`src/rtl/riscv_pkg.sv`:
```
// Shared RV32I pipeline types: IF/ID record, fetch FSM states and the bubble encoding.
package riscv_pkg;

  localparam logic [31:0] NOP_INSTR = 32'h0000_0013;

  typedef enum logic [1:0] {
    S_BOOT = 2'd0,
    S_RUN  = 2'd1,
    S_HALT = 2'd2
  } fetch_state_e;

  typedef struct packed {
    logic [31:0] instr;
    logic [31:0] pc;
    logic [31:0] pc_plus4;
    logic        valid;
  } if_id_t;

  localparam if_id_t IF_ID_RESET = '{instr: NOP_INSTR, pc: 32'h0, pc_plus4: 32'h0, valid: 1'b0};

  function automatic if_id_t make_bubble(input logic [31:0] pc);
    if_id_t b;
    b.instr    = NOP_INSTR;
    b.pc       = pc;
    b.pc_plus4 = pc + 32'd4;
    b.valid    = 1'b0;
    return b;
  endfunction

endpackage

```
`src/rtl/fetch_stage_if.sv`:
```
// Control bundle between the fetch FSM and the IF/ID pipeline register.
import riscv_pkg::*;

interface fetch_stage_if;
  logic        load;
  logic        flush;
  if_id_t      load_data;
  logic [31:0] flush_pc;
  if_id_t      q;

  modport master (output load, output flush, output load_data, output flush_pc, input q);
  modport slave  (input load, input flush, input load_data, input flush_pc, output q);
endinterface

```
`src/rtl/fetch_stage_if_id_reg.sv`:
```
// IF/ID pipeline register: flush loads a bubble, load captures a fetched word, otherwise holds.
import riscv_pkg::*;

module if_id_reg (
  input logic           clk_i,
  input logic           rst_ni,
  fetch_stage_if.slave  ctrl
);

  if_id_t q_q;
  if_id_t q_d;

  // Flush has priority so a redirect or halt never lets a stale word through.
  always_comb begin
    q_d = q_q;
    if (ctrl.flush) begin
      q_d = make_bubble(ctrl.flush_pc);
    end else if (ctrl.load) begin
      q_d = ctrl.load_data;
    end
  end

  always_ff @(posedge clk_i or negedge rst_ni) begin
    if (!rst_ni) begin
      q_q <= IF_ID_RESET;
    end else begin
      q_q <= q_d;
    end
  end

  assign ctrl.q = q_q;

endmodule

```
`src/rtl/fetch_stage.sv`:
```
// RV32I instruction-fetch stage: PC register, boot/run/halt FSM and IF/ID capture.
import riscv_pkg::*;

module fetch_stage #(
  parameter logic [31:0] RESET_PC = 32'h0000_0000,
  parameter int          MEM_SIZE = 80
) (
  input  logic        clk_i,
  input  logic        rst_ni,
  input  logic        stall_i,
  input  logic        redirect_i,
  input  logic [31:0] redirect_pc_i,
  output logic [31:0] pc_o,
  input  logic [31:0] instr_i,
  output logic [31:0] if_id_instr_o,
  output logic [31:0] if_id_pc_o,
  output logic [31:0] if_id_pc_plus4_o,
  output logic        if_id_valid_o,
  output logic        halted_o,
  output logic        misaligned_o
);

  localparam logic [31:0] PC_LIMIT = 32'(MEM_SIZE * 4);

  fetch_state_e state_q, state_d;
  logic [31:0]  pc_q, pc_d;
  logic         misaligned_q, misaligned_d;
  logic [31:0]  pc_plus4;
  logic [31:0]  target_pc;

  fetch_stage_if ifc ();

  if_id_reg u_if_id_reg (
    .clk_i  (clk_i),
    .rst_ni (rst_ni),
    .ctrl   (ifc.slave)
  );

  assign pc_plus4  = pc_q + 32'd4;
  assign target_pc = {redirect_pc_i[31:2], 2'b00};

  // Next-state logic; redirect outranks the end-of-memory check, which outranks stall.
  always_comb begin
    state_d       = state_q;
    pc_d          = pc_q;
    misaligned_d  = redirect_i & (|redirect_pc_i[1:0]);
    ifc.load      = 1'b0;
    ifc.flush     = 1'b0;
    ifc.flush_pc  = pc_q;
    ifc.load_data = '{instr: instr_i, pc: pc_q, pc_plus4: pc_plus4, valid: 1'b1};

    unique case (state_q)
      S_BOOT: begin
        state_d = S_RUN;
        if (redirect_i) begin
          pc_d = target_pc;
        end
      end
      S_RUN: begin
        if (redirect_i) begin
          pc_d      = target_pc;
          ifc.flush = 1'b1;
        end else if (pc_q >= PC_LIMIT) begin
          ifc.flush = 1'b1;
          state_d   = S_HALT;
        end else if (!stall_i) begin
          ifc.load = 1'b1;
          pc_d     = pc_plus4;
        end
      end
      S_HALT: begin
        ifc.flush = 1'b1;
        if (redirect_i) begin
          pc_d    = target_pc;
          state_d = S_RUN;
        end
      end
      default: begin
        state_d = S_BOOT;
      end
    endcase
  end

  always_ff @(posedge clk_i or negedge rst_ni) begin
    if (!rst_ni) begin
      state_q      <= S_BOOT;
      pc_q         <= RESET_PC;
      misaligned_q <= 1'b0;
    end else begin
      state_q      <= state_d;
      pc_q         <= pc_d;
      misaligned_q <= misaligned_d;
    end
  end

  assign pc_o             = pc_q;
  assign if_id_instr_o    = ifc.q.instr;
  assign if_id_pc_o       = ifc.q.pc;
  assign if_id_pc_plus4_o = ifc.q.pc_plus4;
  assign if_id_valid_o    = ifc.q.valid;
  assign halted_o         = (state_q == S_HALT);
  assign misaligned_o     = misaligned_q;

endmodule

```
`config.mk`:
```
export PLATFORM = sky130hd
export DESIGN_NAME = fetch_stage
export DESIGN_NICKNAME = d
export VERILOG_FILES = /design/src/rtl/riscv_pkg.sv /design/src/rtl/fetch_stage_if.sv /design/src/rtl/fetch_stage_if_id_reg.sv /design/src/rtl/fetch_stage.sv
export SDC_FILE = /design/constraint.sdc
export NUM_CORES = 1
export LEC_CHECK = 0
export ABC_AREA = 1
export ABC_CLOCK_PERIOD_IN_PS = 4720
export BUFFER_PORTS_ARGS = -buffer_cell sky130_fd_sc_hd__buf_2
export CORE_AREA = 2 2 153 155
export CTS_BUF_LIST = sky130_fd_sc_hd__clkbuf_8
export DETAILED_ROUTE_END_ITERATION = 12
export DIE_AREA = 0 0 155 157
export GPL_TIMING_DRIVEN = 1
export PLACE_DENSITY = 0.62
export SYNTH_ARGS = -nofsm -noshare
export SYNTH_HDL_FRONTEND = slang
export SYNTH_SLANG_ARGS = --single-unit
```
`constraint.sdc`:
```
create_clock -name clk_i -period 4.72 [get_ports clk_i]
set_input_delay 0.944 -clock clk_i [delete_from_list [all_inputs] [get_ports clk_i]]
set_output_delay 0.944 -clock clk_i [all_outputs]
set_load 0.1 [all_outputs]
```
# ---- Word-level counts from Yosys, hierarchy flattened
# Cells that the tools add are included.
dict set report word_totals {
  register_bits 132
  in_bits 68
  output_inout_bits 131
  wordCells 43
}
dict set report classes {
  n_addsub 1
  magnitude_cmp 1
  eq_ne 8
  n_mux 18
  n_bitwise 1
  reduce_logical 7
}
# cell n
set op_table {}
lappend op_table {{$mux 97} 2}
lappend op_table {{$mux 32} 4}
lappend op_table {{$pmux 32 s2} 1}
lappend op_table {{$add 32x3->32 const B} 1}
lappend op_table {{$ge 32x9->1 const B} 1}
lappend op_table {{$mux 1} 6}
lappend op_table {{$mux 2} 3}
lappend op_table {{$ne 2x2->1 const B} 3}
lappend op_table {{$ne 3x3->1 const B} 2}
lappend op_table {{$pmux 2 s3} 1}
lappend op_table {{$reduce_and 4->1} 1}
lappend op_table {{$reduce_bool 2->1} 2}
lappend op_table {{$reduce_or 2->1} 2}
lappend op_table {{$reduce_and 3->1} 1}
lappend op_table {{$eq 2x1->1 const B} 1}
lappend op_table {{$eq 2x2->1 const B} 1}
lappend op_table {{$logic_not 2->1} 1}
lappend op_table {{$ne 2x1->1 const B} 1}
lappend op_table {{$pmux 1 s2} 1}
lappend op_table {{$and 1x1->1} 1}

# ---- Longest topological paths before layout
dict set report logic_depth {
  ltp_word 6
  mapped_depth 13
  depth_no_buf 12
}

# ---- By module
# Synthesis repeated with hierarchy kept, for this count alone.
dict set report hier_totals {
  hier_cells 1032
  hier_area_um2 7681.1
}
# module n_inst cells_each area_each_um2 seq_area_each_um2
set modules_own_cells {}
lappend modules_own_cells {if_id_reg 1 586 4850.9 2431.1}
lappend modules_own_cells {fetch_stage 1 446 2830.2 825.8}

# ---- Least setup slack after synthesis
# OpenSTA, ideal clock, no wires.
dict set report synth_timing {
  path_type {register to register}
  from {register state_q[0]}
  to {register pc_q[21] (netlist: pc_o[21])}
  setup_time_ps 83
  arrival_ps 2328
  required_time_ps 4637
  setup_slack_ps 2310
  stages_incl_launch_ff 9
  n_path_buf 2
  synth_period_minus_slack_ps 2410
  path_cell_list {dfrtp_1 > inv_1 > ha_1 > nor2_1 > nand2_1 > buf_2 > clkbuf_1 > nor2_1 > o21ai_0}
}
dict set report synth_between {
  elab_chain_len 4
  word_cells_on_any_way 10
  cone_classes {eq/ne: 5; mux: 1; reduce/logical: 4}
}
# element line
set synth_lines {}
lappend synth_lines {{start, declared} fetch_stage.sv:25} ;# fetch_state_e state_q, state_d;
lappend synth_lines {{start signal, assigned} fetch_stage.sv:90} ;# state_q <= state_d;
lappend synth_lines {{$eq 2x2->1 *} --}
lappend synth_lines {{net halted_o} fetch_stage.sv:19} ;# output logic halted_o,
lappend synth_lines {{$reduce_or 2->1 (no line) *} --}
lappend synth_lines {{$ne 2x1->1 (no line) / $reduce_bool 2->1 (equally long branches)} --}
lappend synth_lines {{$reduce_and 4->1 (no line)} --}
lappend synth_lines {{end signal, assigned} fetch_stage.sv:91} ;# pc_q <= pc_d;
lappend synth_lines {{end, declared} fetch_stage.sv:26} ;# logic [31:0] pc_q, pc_d;
# The timed path passes the listed nets; every way through them passes the cells marked *.
# A chain may end at the register's enable or synchronous reset.

# ---- Worst setup path after layout
dict set report layout_timing {
  from {register state_q[0]}
  to {output port halted_o}
}
dict set report layout_between {
  elab_chain_len 1
}
# element line
set layout_lines {}
lappend layout_lines {{$eq 2x2->1} fetch_stage.sv:101} ;# assign halted_o = (state_q == S_HALT);
lappend layout_lines {{end, declared} fetch_stage.sv:19}
# No other way between the ends.

==> flow_summary.yaml <==
setup_path:
  cp-end-kind: "output pin"
  path_class: "register to output pin"
  crit_required_ns: 3.78
  r2r.worst_path.cells: 9
  crit_start: "state_q[0]"
  worstPathArrival_ns: 1.66
  start_kind: "register"
  cp_max_fo: 6
  reg2reg_from: "pc_o[7]"
timing:
  setup_violations: 0
  fin_crit_sh_pct: 55.2
  fin_setup_tns_ns: 0
  rsz0062_at_grt: "false"
  fin_crit_ns: 2.61
  worst_pin_slew_ns: 1.06
  slew_headroom_pct: 29.1
  final_hold_viol_count: 0
  skew_ns: 0.0125
  max_clock_freq_ghz: 0.384
  slew_violations: 0
logic_synthesis:
  ys_async_sr_fraction_pct: 100
  synth_xor_area_share_pct: 1.76
  synth_top_flop_cell: "dfrtp_1"
  syn_inst: 857
  synth.avg_cell_area_um2: 8.11
  synth_cell_type_count: 30
  synth_compound_area_share_pct: 2.79
  syn_area_mm2: 0.00695
  synth_seq_cells: 126
  yosysWarnings: 0
  synthAdderAreaFrac_pct: 1.08
  synth-edff-count: 0
  synthMuxAreaShare_pct: 1.58
  synth_top_family_by_area: "simple AND/OR/NAND/NOR gates"
  ys_seq_area_share_pct: 45.4
  synthSimpleGateAreaFrac_pct: 36.8
place:
  hpwl_um: 14600
  place_area_mm2: 0.00776
  globalplace.congestion: 0.845
  port_buffers: 192
  dp_cells: 1264
grt:
  grt_use_total_pct: 17.1
  first_global_vias: 5852
  antenna_found_initial: 0
  grt_max_degree: 126
  grt_pass1_wl_um: 32400
  grt_overflow: 0
clock_network:
  cts_inserted_buffers: 17
  root_buffer: "clkbuf_8"
  clock-sinks: 126
  clk_pin_slew_worst_paths_ns: 0.07
  hold_buffers: 0
  post_cts_buffers: 0
  clockBufferDepth: 2
  clock_latency_ns: 0.45
  cts_tree: "done"
  ctsResizeCount: 0
  htree_levels: 4
route:
  wl_per_cell_um: 15.9
  routed_wl_um: 20600
  drtPass1Iterations: 5
  ant_nets: 0
  route.vias.total: 6071
  drc: 0
  vias_per_cell: 4.68
  drt_iter0_drc: 435
final_layout:
  drive_above_1_share_pct: 29.2
  design_area_mm2: 0.00813
  layout.cells.non_filler: 1296
  layout.nets: 1072
  area_growth_pct: 16.9
  post-route-util_pct: 36.1
  antenna_cells: 0
floorplanning:
  dieArea_mm2: 0.0243
  placementRows: 55
  coreArea_mm2: 0.0225
  die_w_um: 155
  die_h_um: 157
  io_pins: 199
  initial_core_util_pct: 30.9
status:
  status: "finished clean"
run:
  drv_cap: 0
hold_path:
  hold_class: "register to register"
  hp-start: "u_if_id_reg.ctrl.q[66]"
  min_path_cells: 2
==> logic make-up after synthesis <==
family	Yosys count
flops	126
compound gates	38
mux	11
xor+xnor	14
simple gates	544
fa+ha+maj	6
other cells	1
buf+inv	117
==> synth_stat cells (2+ instances only) <==
cell / number / area, µm²
dfstp_2: 3 / 78.8
nand2_1: 298 / 1120
o21ai_0: 23 / 115
buf_4: 48 / 360
nand3b_1: 6 / 45.0
nor2_2: 6 / 37.5
xor2_1: 8 / 70.1
and2_1: 3 / 18.8
xnor2_1: 6 / 52.6
or2_2: 12 / 75.1
a21oi_1: 3 / 15.0
buf_2: 14 / 70.1
ha_1: 6 / 75.1
mux2i_1: 11 / 110
nor2_1: 56 / 210
nor3_1: 5 / 25.0
clkbuf_1: 7 / 26.3
nand4_1: 13 / 81.3
buf_6: 13 / 146
nand2_4: 2 / 22.5
inv_1: 31 / 116
nand3_1: 101 / 505
nand3_2: 41 / 410
dfrtp_1: 123 / 3080
inv_2: 4 / 15.0
o21ai_1: 10 / 50.1
==> placed cells by master (no fill, tap or decap), drive strengths merged <==
| cell type | instances |
|---|---|
| clkbuf | 21 |
| o21a | 1 |
| a21oi | 3 |
| xnor2 | 6 |
| xor2 | 8 |
| ha | 6 |
| nand3 | 142 |
| nor2 | 62 |
| dfrtp | 123 |
| a31oi | 1 |
| clkinv | 6 |
| and2 | 3 |
| mux2i | 11 |
| nand2 | 300 |
| o21ai | 33 |
| buf | 199 |
| nand3b | 6 |
| bufinv | 1 |
| dfstp | 3 |
| and3 | 1 |
| or2 | 12 |
| nor3 | 5 |
| nand4 | 13 |
| conb | 6 |
| inv | 39 |
==> final timing paths <==
check / end / slack [ns]
worst max-delay path: halted_o / 2.11
worst max register to register: u_if_id_reg.ctrl.q[74] / 2.18
worst min-delay path: u_if_id_reg.ctrl.q[66] / 0.49
worst min register to register: u_if_id_reg.ctrl.q[66] / 0.49
max in group asynchronous: u_if_id_reg.ctrl.q[65] / 3.07
min in group asynchronous: u_if_id_reg.ctrl.q[85] / 0.55
==> per-layer routing <==
layer / routed length, µm / track usage, % / vias to the layer above / part of all wire, %
met5: 0 / 0 / - / 0
met4: 260 / 4.54 / 0 / 1.3
met3: 1360 / 5.12 / 16 / 6.6
met2: 9440 / 27.4 / 190 / 46
met1: 9580 / 22.6 / 2863 / 46
li1: - / - / 3002 / -
==> area by class of cell <==
class	instances	area (µm²)
Inverter	35	131
Clock buffer	21	289
Clock inverter	11	75.1
Fill cell	2422	14400
Timing Repair Buffer	199	1030
Multi-Input combinational cell	619	3090
Sequential cell	126	3160
Tap cell	285	357
==> critical path: stages (launching register included) <==
cell	delay, ns
dfrtp_1	0.44
inv_1	0.11
ha_1	0.22
buf_2	0.45
==> sequential cells by signal, summed over array words and instances (netlist names) <==
signal / count
pc_o: 30
state_q: 2
misaligned_o: 1
u_if_id_reg.ctrl.q: 93
==> stage by stage <==
stage	hold slack, ns	worst slack, ns
finish	0.486	2.11
global route	0.515	1.84
CTS	0.491	2.08
detailed placement	0.479	1.81
global placement	0.468	1.85
floorplan	0.517	2.31
Power is not shown: default switching activity piles up to over one toggle a cycle in this logic, so the estimate is an artifact.
